### src/rtl/mem_stream_pkg.sv
// Shared types and constants for the memory stream reader.
package mem_stream_pkg;

    typedef enum logic [1:0] {
        ST_IDLE  = 2'd0,
        ST_RUN   = 2'd1,
        ST_DRAIN = 2'd2
    } state_t;

    localparam int RAM_DEPTH  = 1024;
    localparam int RD_LATENCY = 1;

endpackage

### src/rtl/mem_stream_fifo.sv
// First-word-fall-through FIFO with occupancy count. When empty, the incoming
// word is presented directly at the head, so a same-cycle pop needs no storage.
module mem_stream_fifo #(
    parameter int DEPTH  = 4,
    parameter int DATA_W = 32,
    parameter int CNT_W  = $clog2(DEPTH) + 1
) (
    input  logic              clk,
    input  logic              reset_n,
    input  logic              i_wr,
    input  logic [DATA_W-1:0] i_wdata,
    input  logic              i_rd,
    output logic [DATA_W-1:0] o_data,
    output logic              o_valid,
    output logic [CNT_W-1:0]  o_count
);

    localparam int PTR_W = $clog2(DEPTH);

    logic [DATA_W-1:0] r_mem [DEPTH];
    logic [PTR_W-1:0]  r_wptr;
    logic [PTR_W-1:0]  r_rptr;
    logic [CNT_W-1:0]  r_count;
    logic              w_empty;
    logic              w_push;
    logic              w_pop;

    assign w_empty = (r_count == '0);
    // A word that arrives into an empty FIFO and is taken in the same cycle bypasses storage.
    assign w_push  = i_wr & ~(w_empty & i_rd);
    assign w_pop   = i_rd & ~w_empty;

    assign o_valid = ~w_empty | i_wr;
    assign o_data  = !w_empty ? r_mem[r_rptr] : (i_wr ? i_wdata : '0);
    assign o_count = r_count;

    always_ff @(posedge clk) begin
        if (w_push)
            r_mem[r_wptr] <= i_wdata;
    end

    always_ff @(posedge clk or negedge reset_n) begin
        if (!reset_n) begin
            r_wptr  <= '0;
            r_rptr  <= '0;
            r_count <= '0;
        end else begin
            if (w_push)
                r_wptr <= r_wptr + PTR_W'(1);
            if (w_pop)
                r_rptr <= r_rptr + PTR_W'(1);
            case ({w_push, w_pop})
                2'b10:   r_count <= r_count + CNT_W'(1);
                2'b01:   r_count <= r_count - CNT_W'(1);
                default: r_count <= r_count;
            endcase
        end
    end

endmodule

### src/rtl/mem_stream_reader.sv
// Avalon-MM read master streaming a block of RAM words out with credit-based flow control.
// Optional MEM_STREAM_READER_LOOP_EN: restart the block while `loop` is held high.
module mem_stream_reader
    import mem_stream_pkg::*;
#(
    parameter int ADDR_W     = 10,
    parameter int DATA_W     = 32,
    parameter int FIFO_DEPTH = 4
) (
    input  logic              clk,
    input  logic              reset_n,
    input  logic              start,
    input  logic [ADDR_W-1:0] base_addr,
    input  logic [ADDR_W:0]   length,
    input  logic              loop,
    output logic              busy,
    output logic              done,
    output logic [ADDR_W-1:0] m_address,
    output logic              m_chipselect,
    output logic              m_write,
    output logic [3:0]        m_byteenable,
    output logic              m_clken,
    input  logic [DATA_W-1:0] m_readdata,
    output logic [DATA_W-1:0] out_data,
    output logic              out_valid,
    input  logic              out_ready
);

    localparam int CNT_W = $clog2(FIFO_DEPTH) + 1;

    state_t            r_state;
    state_t            w_state_nxt;
    logic [ADDR_W-1:0] r_addr;
    logic [ADDR_W:0]   r_remaining;
    logic              r_inflight;
    logic              r_done;
    logic [ADDR_W-1:0] w_addr_nxt;
    logic [ADDR_W:0]   w_rem_nxt;
    logic [CNT_W-1:0]  w_count;
    logic [CNT_W-1:0]  w_occ;
    logic              w_hs;
    logic              w_issue;
    logic              w_last_issue;
    logic              w_wrap;
    logic              w_drained;

`ifdef MEM_STREAM_READER_LOOP_EN
    logic [ADDR_W-1:0] r_base;
    logic [ADDR_W:0]   r_len;
`else
    logic              w_unused_loop;
    assign w_unused_loop = loop;
`endif

    mem_stream_fifo #(
        .DEPTH  (FIFO_DEPTH),
        .DATA_W (DATA_W),
        .CNT_W  (CNT_W)
    ) u_fifo (
        .clk     (clk),
        .reset_n (reset_n),
        .i_wr    (r_inflight),
        .i_wdata (m_readdata),
        .i_rd    (w_hs),
        .o_data  (out_data),
        .o_valid (out_valid),
        .o_count (w_count)
    );

    assign w_hs  = out_valid & out_ready;
    // Occupancy includes the read in flight; credits remain while it is below the depth.
    assign w_occ = w_count + CNT_W'(r_inflight);

    assign w_issue      = (r_state == ST_RUN) && (r_remaining != '0) && (w_occ < CNT_W'(FIFO_DEPTH));
    assign w_last_issue = w_issue && (r_remaining == (ADDR_W+1)'(1));
    // Everything left is the word leaving this cycle, if any.
    assign w_drained    = (w_occ == CNT_W'(w_hs));

`ifdef MEM_STREAM_READER_LOOP_EN
    assign w_wrap     = w_last_issue & loop;
    assign w_addr_nxt = w_wrap ? r_base : r_addr + ADDR_W'(1);
    assign w_rem_nxt  = w_wrap ? r_len  : r_remaining - (ADDR_W+1)'(1);
`else
    assign w_wrap     = 1'b0;
    assign w_addr_nxt = r_addr + ADDR_W'(1);
    assign w_rem_nxt  = r_remaining - (ADDR_W+1)'(1);
`endif

    assign m_address    = r_addr;
    assign m_chipselect = w_issue;
    assign m_write      = 1'b0;
    assign m_byteenable = 4'hF;
    assign m_clken      = 1'b1;
    assign busy         = (r_state != ST_IDLE);
    assign done         = r_done;

    always_ff @(posedge clk or negedge reset_n) begin
        if (!reset_n)
            r_state <= ST_IDLE;
        else
            r_state <= w_state_nxt;
    end

    always_comb begin
        w_state_nxt = r_state;
        case (r_state)
            ST_IDLE: begin
                if (start)
                    w_state_nxt = (length == '0) ? ST_DRAIN : ST_RUN;
            end
            ST_RUN: begin
                if (w_last_issue && !w_wrap)
                    w_state_nxt = ST_DRAIN;
            end
            ST_DRAIN: begin
                if (w_drained)
                    w_state_nxt = ST_IDLE;
            end
            default: w_state_nxt = ST_IDLE;
        endcase
    end

    always_ff @(posedge clk or negedge reset_n) begin
        if (!reset_n) begin
            r_addr      <= '0;
            r_remaining <= '0;
            r_inflight  <= 1'b0;
            r_done      <= 1'b0;
`ifdef MEM_STREAM_READER_LOOP_EN
            r_base      <= '0;
            r_len       <= '0;
`endif
        end else begin
            r_inflight <= w_issue;
            r_done     <= (r_state == ST_DRAIN) && w_drained;
            if (r_state == ST_IDLE && start) begin
                r_addr      <= base_addr;
                r_remaining <= length;
`ifdef MEM_STREAM_READER_LOOP_EN
                r_base      <= base_addr;
                r_len       <= length;
`endif
            end else if (w_issue) begin
                r_addr      <= w_addr_nxt;
                r_remaining <= w_rem_nxt;
            end
        end
    end

endmodule

### config.mk
export PLATFORM = sky130hd
export DESIGN_NAME = mem_stream_reader
export DESIGN_NICKNAME = d
export VERILOG_FILES = /design/src/rtl/mem_stream_pkg.sv /design/src/rtl/mem_stream_fifo.sv /design/src/rtl/mem_stream_reader.sv
export SDC_FILE = /design/constraint.sdc
export NUM_CORES = 1
export LEC_CHECK = 0
export CAP_MARGIN = 20
export CORE_MARGIN = 8
export CORE_UTILIZATION = 40
export CTS_CLUSTER_DIAMETER = 200
export DETAILED_ROUTE_END_ITERATION = 8
export GPL_TIMING_DRIVEN = 0
export MAX_ROUTING_LAYER = met4
export PLACE_DENSITY = 0.65
export SETUP_SLACK_MARGIN = 0.3
export SLEW_MARGIN = 20
export SYNTH_ARGS = -nofsm -noshare
export SYNTH_HDL_FRONTEND = slang
export SYNTH_SLANG_ARGS = --single-unit
export TNS_END_PERCENT = 30
### constraint.sdc
create_clock -name clk -period 2.3 [get_ports clk]
set_clock_uncertainty 0.05 [all_clocks]
set_input_delay 0.23 -clock clk [delete_from_list [all_inputs] [get_ports clk]]
set_output_delay 0.23 -clock clk [all_outputs]
set_load 0.005 [all_outputs]
Word level (Yosys, flattened, before mapping)
Memory sizes are Yosys's and may differ from the RTL's.
Cells that the tools add are included.

word-level totals
  register bits = 32
  bits in writable memories = 128
  bits of input ports = 58
  output and inout port bits = 52
  logic and storage cells = 60
  memories kept = 1

memory list
  memory        depth  width  rd ports  clocked after memory_dff  wr ports  line                   source
  u_fifo.r_mem  4      32     1         0                         1         mem_stream_fifo.sv:20  logic [DATA_W-1:0] r_mem [DEPTH];

operators by class
  add/subtract/negate cells = 7
  order comparisons = 1
  equal/unequal tests = 9
  multiplexer cells = 14
  bitwise logic cells = 7
  reduce and logical (&&, ||, !) cells = 13

operators by type and width
  kind                                                                   count
  32-bit two-way mux                                                     2
  11-bit two-way mux                                                     2
  10-bit two-way mux                                                     2
  11-bit by 1-bit == test with 1-bit output (second input constant)      1
  11-bit logical NOT                                                     1
  11-bit nonzero test                                                    1
  11-bit by 1-bit subtractor with 11-bit output (second input constant)  1
  10-bit by 1-bit adder with 10-bit output (second input constant)       1
  2-bit two-way mux                                                      4
  2-bit != test (second input constant)                                  3
  2-bit case mux with 3 select lines                                     1
  3-bit case mux with 2 select lines                                     1
  2-bit nonzero test                                                     3
  1-bit logical AND                                                      5
  2-bit by 1-bit adder with 2-bit output (second input constant)         2
  1-bit bitwise AND                                                      4
  2-bit by 1-bit == test with 1-bit output (second input constant)       2
  2-bit == test (second input constant)                                  2
  3-bit by 1-bit adder with 3-bit output                                 1
  3-bit by 1-bit adder with 3-bit output (second input constant)         1
  3-bit by 1-bit == test with 1-bit output                               1
  3-bit logical NOT                                                      1
  3-bit < comparator (second input constant)                             1
  3-bit AND reduction                                                    1
  other kinds (5)                                                        7

Longest topological paths before layout
Gate-level depths: netlist of run 1.

  depth in word-level cells = 9
  mapped depth = 9
  gate-level depth less buffers = 9

By module
From an unflattened synthesis of run 1, not the netlist that was laid out.

unflattened totals
  cells, all modules = 484
  area, all modules = 7,113.1 um2

modules (own cells, without submodules)
  module             instances  cells an instance  area an instance (um2)  sequential area each (um2)
  mem_stream_fifo    1          314                5,551.6                 4,018.9
  mem_stream_reader  1          170                1,561.5                 625.6

Worst setup path before layout of run 1
Ideal clock, no wire load.

  kind = register to register
  start = register u_fifo.r_count[0] (netlist: u_fifo.o_count[0])
  end = register u_fifo.r_count[2] (netlist: u_fifo.o_count[2])
  setup time = 0.079 ns
  arrival = 2.160 ns
  data required time = 2.171 ns
  slack = 0.011 ns
  cell stages (with the launch flop) = 10
  path buffers = 0
  clock period less this slack = 2.289 ns
  path through = dfrtp_1 > nor3_1 > a21boi_1 > inv_1 > ha_1 > inv_1 > fa_1 > xor2_1 > nor2_1 > xor2_1

between the ends
  longest elaborated chain between the ends = 9
  elaborated cells on any way between the ends = 14
  classes of those cells = 2 x add/sub; 2 x eq/ne; 1 x mux; 7 x bitwise; 2 x reduce/logical

RTL lines
  item                                                                              line                                          source
  start: declaration                                                                mem_stream_fifo.sv:23                         logic [CNT_W-1:0] r_count;
  start signal: assignment                                                          mem_stream_fifo.sv:53                         2'b10: r_count <= r_count + CNT_W'(1);
  start signal: assignment                                                          mem_stream_fifo.sv:54                         2'b01: r_count <= r_count - CNT_W'(1);
  start signal: assignment                                                          mem_stream_fifo.sv:55                         default: r_count <= r_count;
  3-bit logical NOT                                                                 mem_stream_fifo.sv:28                         assign w_empty = (r_count == '0);
  1-bit inverter                                                                    mem_stream_fifo.sv:31, mem_stream_fifo.sv:33
  1-bit bitwise OR                                                                  mem_stream_fifo.sv:33                         assign o_valid = ~w_empty | i_wr;
  1-bit bitwise AND                                                                 mem_stream_reader.sv:70                       assign w_hs = out_valid & out_ready;
  1-bit bitwise AND                                                                 mem_stream_fifo.sv:30                         assign w_push = i_wr & ~(w_empty & i_rd);
  1-bit inverter                                                                    mem_stream_fifo.sv:30
  1-bit bitwise AND                                                                 mem_stream_fifo.sv:30
  2-bit by 1-bit == test with 1-bit output / 2-bit == test (equally long branches)  mem_stream_fifo.sv:52                         case ({w_push, w_pop})
  3-bit case mux with 2 select lines / 2-bit nonzero test (equally long branches)   --

Parallel ways exist; a longest one is shown, timed or not.
A chain may end at the register's enable or synchronous reset.

Worst setup path in the final report of run 1
  start = register u_fifo.r_rptr[0]
  end = output port out_data[13]

between the ends
  longest elaborated chain between the ends = 2

RTL lines
  item                      line                     source
  start: declaration        mem_stream_fifo.sv:22    logic [PTR_W-1:0] r_rptr;
  start signal: assignment  mem_stream_fifo.sv:51    r_rptr <= r_rptr + PTR_W'(1);
  memory read 4 x 32 bit    --
  32-bit two-way mux        mem_stream_fifo.sv:34    assign o_data = !w_empty ? r_mem[r_rptr] : (i_wr ? i_wdata : '0);
  end: declaration          mem_stream_reader.sv:24  output logic [DATA_W-1:0] out_data,

Every way passes these cells.

==> results of run 1 <==
## timing repair
item / CTS / global route
cloned: 4 / 2
buffers inserted: 41 / 8
hold buffers: 1 / 0
endpoints found under the hold margin: 32 / 0
resized for setup: 218 / 94
pin swaps: 32 / 42
endpoints found under the setup margin: 182 / 101
## synth_stat cells (7+ instances only)
| cell type | count | area share |
|---|---|---|
| nand2_1 | 84 | 0.045 |
| mux4_2 | 32 | 0.10 |
| inv_1 | 11 | 0.0059 |
| clkbuf_1 | 17 | 0.0091 |
| nor2_1 | 17 | 0.0091 |
| xnor2_1 | 7 | 0.0087 |
| edfxtp_1 | 128 | 0.55 |
| dfrtp_1 | 32 | 0.11 |
| nor3_1 | 10 | 0.0071 |
| a21oi_1 | 7 | 0.0050 |
| ha_1 | 11 | 0.020 |
| nand3_1 | 42 | 0.030 |
| and2_1 | 8 | 0.0071 |
## metrics by stage
stage / total power (W) / util
6_report: 0.0145 / 0.584
5_1_grt: 0.0153 / 0.584
4_1_cts: 0.0136 / 0.561
3_5_place_dp: 0.00983 / 0.489
3_3_place_gp: 0.00964 / 0.485
2_1_floorplan: 0.00742 / -
## flip-flops by register name, summed over array words and instances (netlist names)
signal          cells
r_state             2
r_inflight          1
r_remaining        11
m_address          10
u_fifo.r_wptr       2
u_fifo.o_count      3
u_fifo.r_mem      128
done                1
u_fifo.r_rptr       2
## cells by family after synthesis
kind of cell | count (synthesis) | synth area share
compound gates | 36 | 0.0378
xor+xnor | 13 | 0.0172
simple gates | 190 | 0.133
fa+ha+maj | 12 | 0.0224
flops | 160 | 0.659
other cells | 2 | 0.00107
buf+inv | 40 | 0.0252
mux | 33 | 0.104
## report_power, final
part | total, W | leakage [nW] | internal, W | switching (W)
sequential | 0.00453 | 1.55 | 0.00406 | 0.000469
combinational | 0.00710 | 1.97 | 0.00381 | 0.00329
clock | 0.00283 | 0.289 | 0.00170 | 0.00113
total | 0.0145 | 3.81 | 0.00957 | 0.00489
## worst max-delay path, delay by kind of cell, from the launching register on
kind,cells,cell delay (ps)
buffers and inverters,5,620
AND/OR/NAND/NOR,2,130
multiplexers,1,480
flip-flops,1,360
## final timing paths
check,startpoint,end
max,u_fifo.r_rptr[0],out_data[13]
min,reset_n,r_remaining[0]
max reg2reg,u_fifo.o_count[1],u_fifo.o_count[1]
min reg2reg,r_state[1],r_state[0]
max in group asynchronous,reset_n,u_fifo.o_count[2]
min in group clk,base_addr[3],m_address[3]
## final cells by class
| class | instances | area (um^2) | area share |
|---|---|---|---|
| Clock inverter | 14 | 164 | 0.0163 |
| Timing Repair Buffer | 161 | 1650 | 0.164 |
| Buffer | 28 | 309 | 0.0307 |
| Tap cell | 225 | 282 | 0.0280 |
| Clock buffer | 17 | 425 | 0.0423 |
| Multi-Input combinational cell | 290 | 2530 | 0.252 |
| Inverter | 12 | 50.0 | 0.00497 |
| Sequential cell | 160 | 4650 | 0.462 |
## metal layers
layer / vias up / track usage / share of wire / wire length (um)
met5: - / - / 0 / 0
met1: 2383 / 0.199 / 0.42 / 7370
met4: 0 / 0.0546 / 0.011 / 189
li1: 2189 / - / - / -
met2: 154 / 0.270 / 0.52 / 9150
met3: 15 / 0.0349 / 0.055 / 968
==> metrics, run 1 <==
Synth Instances=486; first-pass GRT wire length=27400 um; FF-to-FF path depth=8; FF+latch count, synth=160; initial antenna violation count=0; worst path cell trace=buf_8, buf_6, buf_12, buf_16, mux4_2, nand2_1, nand2_1, buf_2; CP Data Required Time=2020 ps; worst slew pin tran=571 ps; DR WL/cell=19.5 um; die area=22100 um^2; fin nets=740; outcome=complete, no violations; drt first pass iters=5; Place WS=-284 ps; mean post-synth cell area=14.5 um^2; sequential-to-total area share from yosys stat=0.659; CTS tree=yes; VDD IR max=0.712 mV; Post-Place Cells=820; pwr dens=1440 nW/um^2; Total GRT Usage=0.165; min Tclk post-route=2280 ps; Max Cap Viol=0; largest net degree at the start of global routing=33; synth warn=0; critical-path maximum fanout=7; clk sinks=160; TritonCTS Buffers=17; post-route cell area=10100 um^2; Port Buf Inserts=102; Die Y=149 um; Synth Flop Type=edfxtp_1; n_diodes=0; RSZ-0062 raised after global routing=true; Crit path arrival time=2000 ps; IO Pins=110; synthesis-to-finish area growth=42.9%; Post-DRT Antenna Nets=0; CORE AREA=17200 um^2; worst hold-check path type=primary input to asynchronous set/reset pin; Synth async-reset ratio=0.200; Placed Area=8430 um^2; proportion of layout cells with a drive suffix above 1=0.365; DIE WIDTH=149 um; Setup-failing EPs final=0; Mapped Area=7040 um^2; highest clock rate=440 MHz; Setup crit start kind=register; R2R setup slack=50 ps; leak pwr=3.81 nW; CTS H-tree depth=4; vias in the first global route=5054; Detailed Place HPWL=10700 um; routed wire length=17700 um; Post-Route Hold Slack=83.7 ps; final non-filler cell total=907; count of final hold-check violations=0; GPL Wtd Cong=0.827; DRC viols=0; Tcrit/Tclk final=0.989; Crit Path Class=register to primary output; most frequent cells in the layout=edfxtp_1 (128), clkdlybuf4s50_1 (67), nand2_1 (55), nand3_1 (39), buf_6 (33); number of enable flip-flop cells after synthesis=128; CTS root buffer=clkbuf_16; Starting Density=0.409; vias post-DR=4741; FP Rows=48; DR vias/cell=5.23; starting DRC count in detailed routing=303; post-route setup slack=24.7 ps; worst-skew pair later-pin latency=410 ps; CTS clk-pin slew, worst paths=60 ps; fillers=1287; Crit path top cell by count=nand2_1; global route overflow=0; Pins Over Slew Limit=0; worst stage delay on the critical path=480 ps; Slew HR=0.620; setup total negative slack=0 ps; commonest non-fill, non-tap cell in the layout=edfxtp_1; CTS max path bufs=2; Critical Path Sink Type=primary output; Crit-path slowest cell=mux4_2; post-synth cell types=56
Power figures use the tool's default switching activity.
==> run 2, diff against run 1 <==
- ABC_CLOCK_PERIOD_IN_PS: unset -> 2300
- CORE_ASPECT_RATIO: unset -> 0.5
==> run 2 against run 1 <==
Against the previous run: critical path depth unchanged; clock power hardly changed; worst setup slack improved by 7.2 ps; register-to-register slack better by 50 ps; via count fell by 1.5%; combinational power decreased by 5.9%; die area rose by 1.2%; largest power group unchanged; highest routed layer unchanged.
==> metrics, run 2 (synthesis gave the netlist of run 1 again) <==
outcome=complete, no violations; RSZ-0062 raised after global routing=true; DIE WIDTH=204 um; Starting Density=0.407; count of final hold-check violations=0; CP Data Required Time=2020 ps; Max Cap Viol=0; n_diodes=0; Post-DRT Antenna Nets=0; highest clock rate=441 MHz; min Tclk post-route=2270 ps; CTS root buffer=clkbuf_16; clk sinks=160; proportion of layout cells with a drive suffix above 1=0.361; largest net degree at the start of global routing=33; Crit path arrival time=1990 ps; Critical Path Sink Type=primary output; DR WL/cell=19.1 um; critical-path maximum fanout=5; Place WS=-296 ps; Port Buf Inserts=102; leak pwr=3.74 nW; CTS tree=yes; most frequent cells in the layout=edfxtp_1 (128), clkdlybuf4s50_1 (67), nand2_1 (59), nand3_1 (40), mux4_2 (32); CTS max path bufs=2; Die Y=110 um; Finished Core Util=0.573; pwr dens=1410 nW/um^2; fin nets=732; final non-filler cell total=909; routed wire length=17400 um; VDD IR max=0.716 mV; Post-Route Hold Slack=233 ps; setup total negative slack=0 ps; worst slew pin tran=577 ps; IO Pins=110; first-pass GRT wire length=27100 um; vias in the first global route=4940; Setup crit start kind=register; starting DRC count in detailed routing=233; drt first pass iters=5; initial antenna violation count=0; DRC viols=0; commonest non-fill, non-tap cell in the layout=edfxtp_1; Detailed Place HPWL=10900 um; vias post-DR=4670; CTS H-tree depth=4; worst-skew pair later-pin latency=420 ps; FP Rows=34; fillers=1356; CORE AREA=17300 um^2; DR vias/cell=5.14; number of flip-flops in the largest register=128; TritonCTS Buffers=17; Post-Place Cells=829; die area=22400 um^2; global route overflow=0; Tcrit/Tclk final=0.986; post-route setup slack=31.9 ps; Pins Over Slew Limit=0; CTS clk-pin slew, worst paths=70 ps; Total GRT Usage=0.161; GPL Wtd Cong=0.844; Crit Path Class=register to primary output; synthesis-to-finish area growth=40.8%; worst hold-check path type=primary input to asynchronous set/reset pin; Setup-failing EPs final=0; Slew HR=0.616; Top reg by flops=u_fifo.r_mem
==> run 2: cell count changes in the layout (fill, tap and decap cells not counted), sizes merged <==
cell,change
dlymetal6s2s,+1
clkinvlp,-1
clkbuf,+1
clkinv,-1
inv,+5
bufinv,-2
buf,-10
==> run 2: metal layers <==
layer | vias up | part of all wire | GRT usage | wire (um)
met5 | - | 0 | - | 0
met4 | 0 | 0.016 | 0.0504 | 277
met3 | 19 | 0.042 | 0.0341 | 737
met2 | 125 | 0.51 | 0.271 | 8860
met1 | 2340 | 0.43 | 0.195 | 7530
li1 | 2186 | - | - | -
==> run 2: layout make-up <==
type | instances | area (um^2) | area share
flip-flops and latches | 160 | 4650 | 0.469
multi-input cells | 290 | 2540 | 0.256
repair buffers | 153 | 1480 | 0.149
clock buffers | 17 | 425 | 0.0429
plain buffers | 28 | 312 | 0.0314
well taps | 234 | 293 | 0.0295
clock inverters | 15 | 169 | 0.0170
inverters | 12 | 50.0 | 0.00505
==> run 2: path summary, 6_finish.rpt <==
kind / end / slack, ps / start / cells past startpoint
hold reg to reg: r_state[0] / 450 / r_state[1] / 1
hold / removal: r_remaining[2] / 230 / reset_n / 2
setup / recovery: out_data[21] / 30 / u_fifo.r_rptr[0] / 8
max in group asynchronous: u_fifo.o_count[1] / 1510 / reset_n / 3
min in group clk: m_address[3] / 340 / base_addr[3] / 3
setup reg to reg: m_address[8] / 100 / u_fifo.o_count[0] / 8
==> run 2: critical path: stages (launching register included) <==
cell,delay (ps)
dfrtp_1,390
buf_8,140
buf_12,130
buf_12,120
buf_16,130
mux4_2,430
nand2_1,80
nand2_1,40
buf_2,120
==> run 2: metrics by stage <==
step,area (um^2),total power (W)
global route,9920,0.0149
global placement,8380,0.00970
floorplan,7070,0.00742
finish,9920,0.0140
CTS,9600,0.0134
detailed placement,8450,0.00985
==> run 2: what timing repair did <==
action,4_1_cts,5_1_grt
gates cloned,3,0
hold buffers,1,0
endpoints found under the hold margin,15,0
pin swaps,29,33
setup endpoints to repair,180,149
setup buffers,34,10
resized for setup,220,70
==> run 2: power by group <==
part	internal, W	switching (W)
logic	0.00350	0.00318
clock network	0.00155	0.00125
registers	0.00406	0.000473
total	0.00911	0.00490
==> run 3, diff against run 2 <==
- SYNTH_HIERARCHICAL: unset -> 1
==> run 3 against run 2 <==
Against the previous run: combinational power grew 8.2%; clock-buffer cell count is the same; wire length grew 2.9%; non-clock buffer count grew 10; sequential power shrank 1%; sequential share of layout area shrank 0.99 points; final cell count grew 0.99%; critical path depth grew 3; synthesized cell count shrank 0.41%; first-iteration DRC count grew 27%; via count grew 3.2%; critical endpoint is now u_fifo/r_mem[2][9]; highest routed layer unchanged.
==> metrics, run 3 <==
outcome=complete, no violations; DRC viols=0; Overall Power=0.0144 W; Starting Density=0.409; Setup crit start kind=register; RSZ-0062 raised after global routing=true; Placed Area=8490 um^2; worst slew pin tran=574 ps; starting DRC count in detailed routing=296; CTS root buffer=clkbuf_16; Top reg by flops=u_fifo/r_mem; Place WS=-403 ps; leak pwr=3.76 nW; Setup-failing EPs final=0; Synth Instances=484; R2R setup slack=9 ps; vias in the first global route=4851; CORE AREA=17400 um^2; clk sinks=160; Crit-path slowest cell=dfrtp_2; Yosys top cell by area=edfxtp_1; Pins Over Slew Limit=0; crit path buf inv count=6; Mapped Area=7110 um^2; VDD IR max=0.783 mV; post-route cell area=10100 um^2; Commonest cells post-synth=edfxtp_1 (128), nand2_1 (77), nand3_1 (40), dfrtp_1 (32), mux4_2 (29); CTS H-tree depth=4; sequential-to-total area share from yosys stat=0.653; FF-to-FF path depth=11; most frequent cells in the layout=edfxtp_1 (128), clkdlybuf4s50_1 (67), nand2_1 (61), nand3_1 (39), buf_4 (34); CTS max path bufs=2; FP Rows=34; routed wire length=17900 um; vias post-DR=4821; worst-skew pair later-pin latency=420 ps; number of enable flip-flop cells after synthesis=128; IO Pins=110; Crit path arrival time=2380 ps; worst stage delay on the critical path=450 ps; fin nets=740; worst hold-check path type=primary input to asynchronous set/reset pin; worst path cell trace=buf_6, nor3_4, buf_6, nand2b_4, and2_4, a21boi_4, buf_4, buf_6, buf_6, and2_4, buf_12; reg-to-reg critical path startpoint=u_fifo/o_count[0]; Max Cap Viol=0; Worst Setup SP=u_fifo/o_count[0]; Synth Flop Type=edfxtp_1; drt first pass iters=6; Die Y=110 um; Total GRT Usage=0.159; Synth async-reset ratio=0.200; CTS clk-pin slew, worst paths=70 ps; initial antenna violation count=1; die area=22600 um^2; fillers=1366; critical-path maximum fanout=9; largest net degree at the start of global routing=33; Critical Path Sink Type=register; post-synth cell types=59; Detailed Place HPWL=10300 um; largest cells by area after synthesis=edfxtp_1 (54%), dfrtp_1 (11%), mux4_2 (9.2%); number of flip-flops in the largest register=128; multi-input logic area=2590 um^2; Crit Path Class=register to register; TritonCTS Buffers=17; highest clock rate=436 MHz; synthesis-to-finish area growth=42.4%; Crit path top cell by count=buf_6; first-pass GRT wire length=26700 um; CP Data Required Time=2390 ps; post-route setup slack=8.96 ps; Port Buf Inserts=102; Tcrit/Tclk final=0.996; count of final hold-check violations=0; Finished Core Util=0.582; DIE WIDTH=205 um; global route overflow=0; DR vias/cell=5.25; synth warn=6; pwr dens=1420 nW/um^2; r2r endpoint=u_fifo/r_mem[2][9]; Post-DRT Antenna Nets=0; DR WL/cell=19.5 um; delay-heaviest family, CP=buffers and inverters; min Tclk post-route=2290 ps; top-count cell post-synth=edfxtp_1; Post-Route Hold Slack=187 ps; Slew HR=0.617; proportion of layout cells with a drive suffix above 1=0.372; mean post-synth cell area=14.7 um^2; commonest non-fill, non-tap cell in the layout=edfxtp_1; area share of the largest cell type after synthesis=0.540; FF+latch count, synth=160; sequential cell area=4650 um^2; CTS tree=yes; GPL Wtd Cong=0.803
-- run 3: worst max path at each step --
stage                          end  cells after the start
6_report        u_fifo/r_mem[2][9]                     11
5_1_grt          u_fifo/o_count[2]                     11
4_1_cts               m_chipselect                      8
3_5_place_dp   u_fifo/r_mem[1][13]                      5
3_3_place_gp   u_fifo/r_mem[0][17]                      5
2_1_floorplan   u_fifo/r_mem[0][0]                      5
-- run 3: cell type report --
| class | instances | area share |
|---|---|---|
| multi-input cells | 289 | 0.256 |
| clock buffers | 17 | 0.0420 |
| diodes | 1 | 0.000247 |
| well taps | 234 | 0.0289 |
| flip-flops and latches | 160 | 0.459 |
| inverters | 11 | 0.00482 |
| clock inverters | 15 | 0.0140 |
| repair buffers | 160 | 0.163 |
| plain buffers | 31 | 0.0317 |
-- run 3: through the flow --
stage / std cells / setup TNS [ps]
after floorplan: 488 / 0
after global placement: 824 / -53260
after detailed placement: 825 / -51800
after CTS: 900 / 0
after global routing: 918 / -2380
final: 918 / 0
-- run 3: worst reg2reg max path, stage by stage (launching register included) --
cell and delay, ps:
dfrtp_2 450, buf_6 130, nor3_4 150, buf_6 140
nand2b_4 50, and2_4 170, a21boi_4 230, buf_4 150
buf_6 100, buf_6 90, and2_4 170, buf_12 140
-- run 3: cell families after synthesis --
family | Yosys count | share of synthesized area
AO/OA/AOI/OAI | 33 | 0.0331
XOR/XNOR | 14 | 0.0172
adder cells (fa/ha/maj) | 12 | 0.0222
buffers and inverters | 42 | 0.0385
flip-flops | 160 | 0.653
multiplexers | 34 | 0.106
other | 2 | 0.00106
AND/OR/NAND/NOR | 187 | 0.129
-- run 3: power breakdown --
group | internal [W] | switching, W
combinational | 0.00388 | 0.00336
sequential | 0.00407 | 0.000412
clock | 0.00144 | 0.00127
-- run 3: repair_timing --
action,CTS,global route
hold buffers,1,0
gates resized for setup,165,94
endpoints found under the hold margin,32,0
pin swaps,33,62
endpoints found under the setup margin,188,187
buffers inserted,36,15
gates cloned,6,2
-- run 3: metal layers --
metal | global-route usage | share of wire | up-vias
met4 | 0.0455 | 0.011 | 0
met3 | 0.0324 | 0.049 | 16
li1 | - | - | 2197
met5 | - | 0 | -
met2 | 0.267 | 0.50 | 152
met1 | 0.195 | 0.43 | 2456
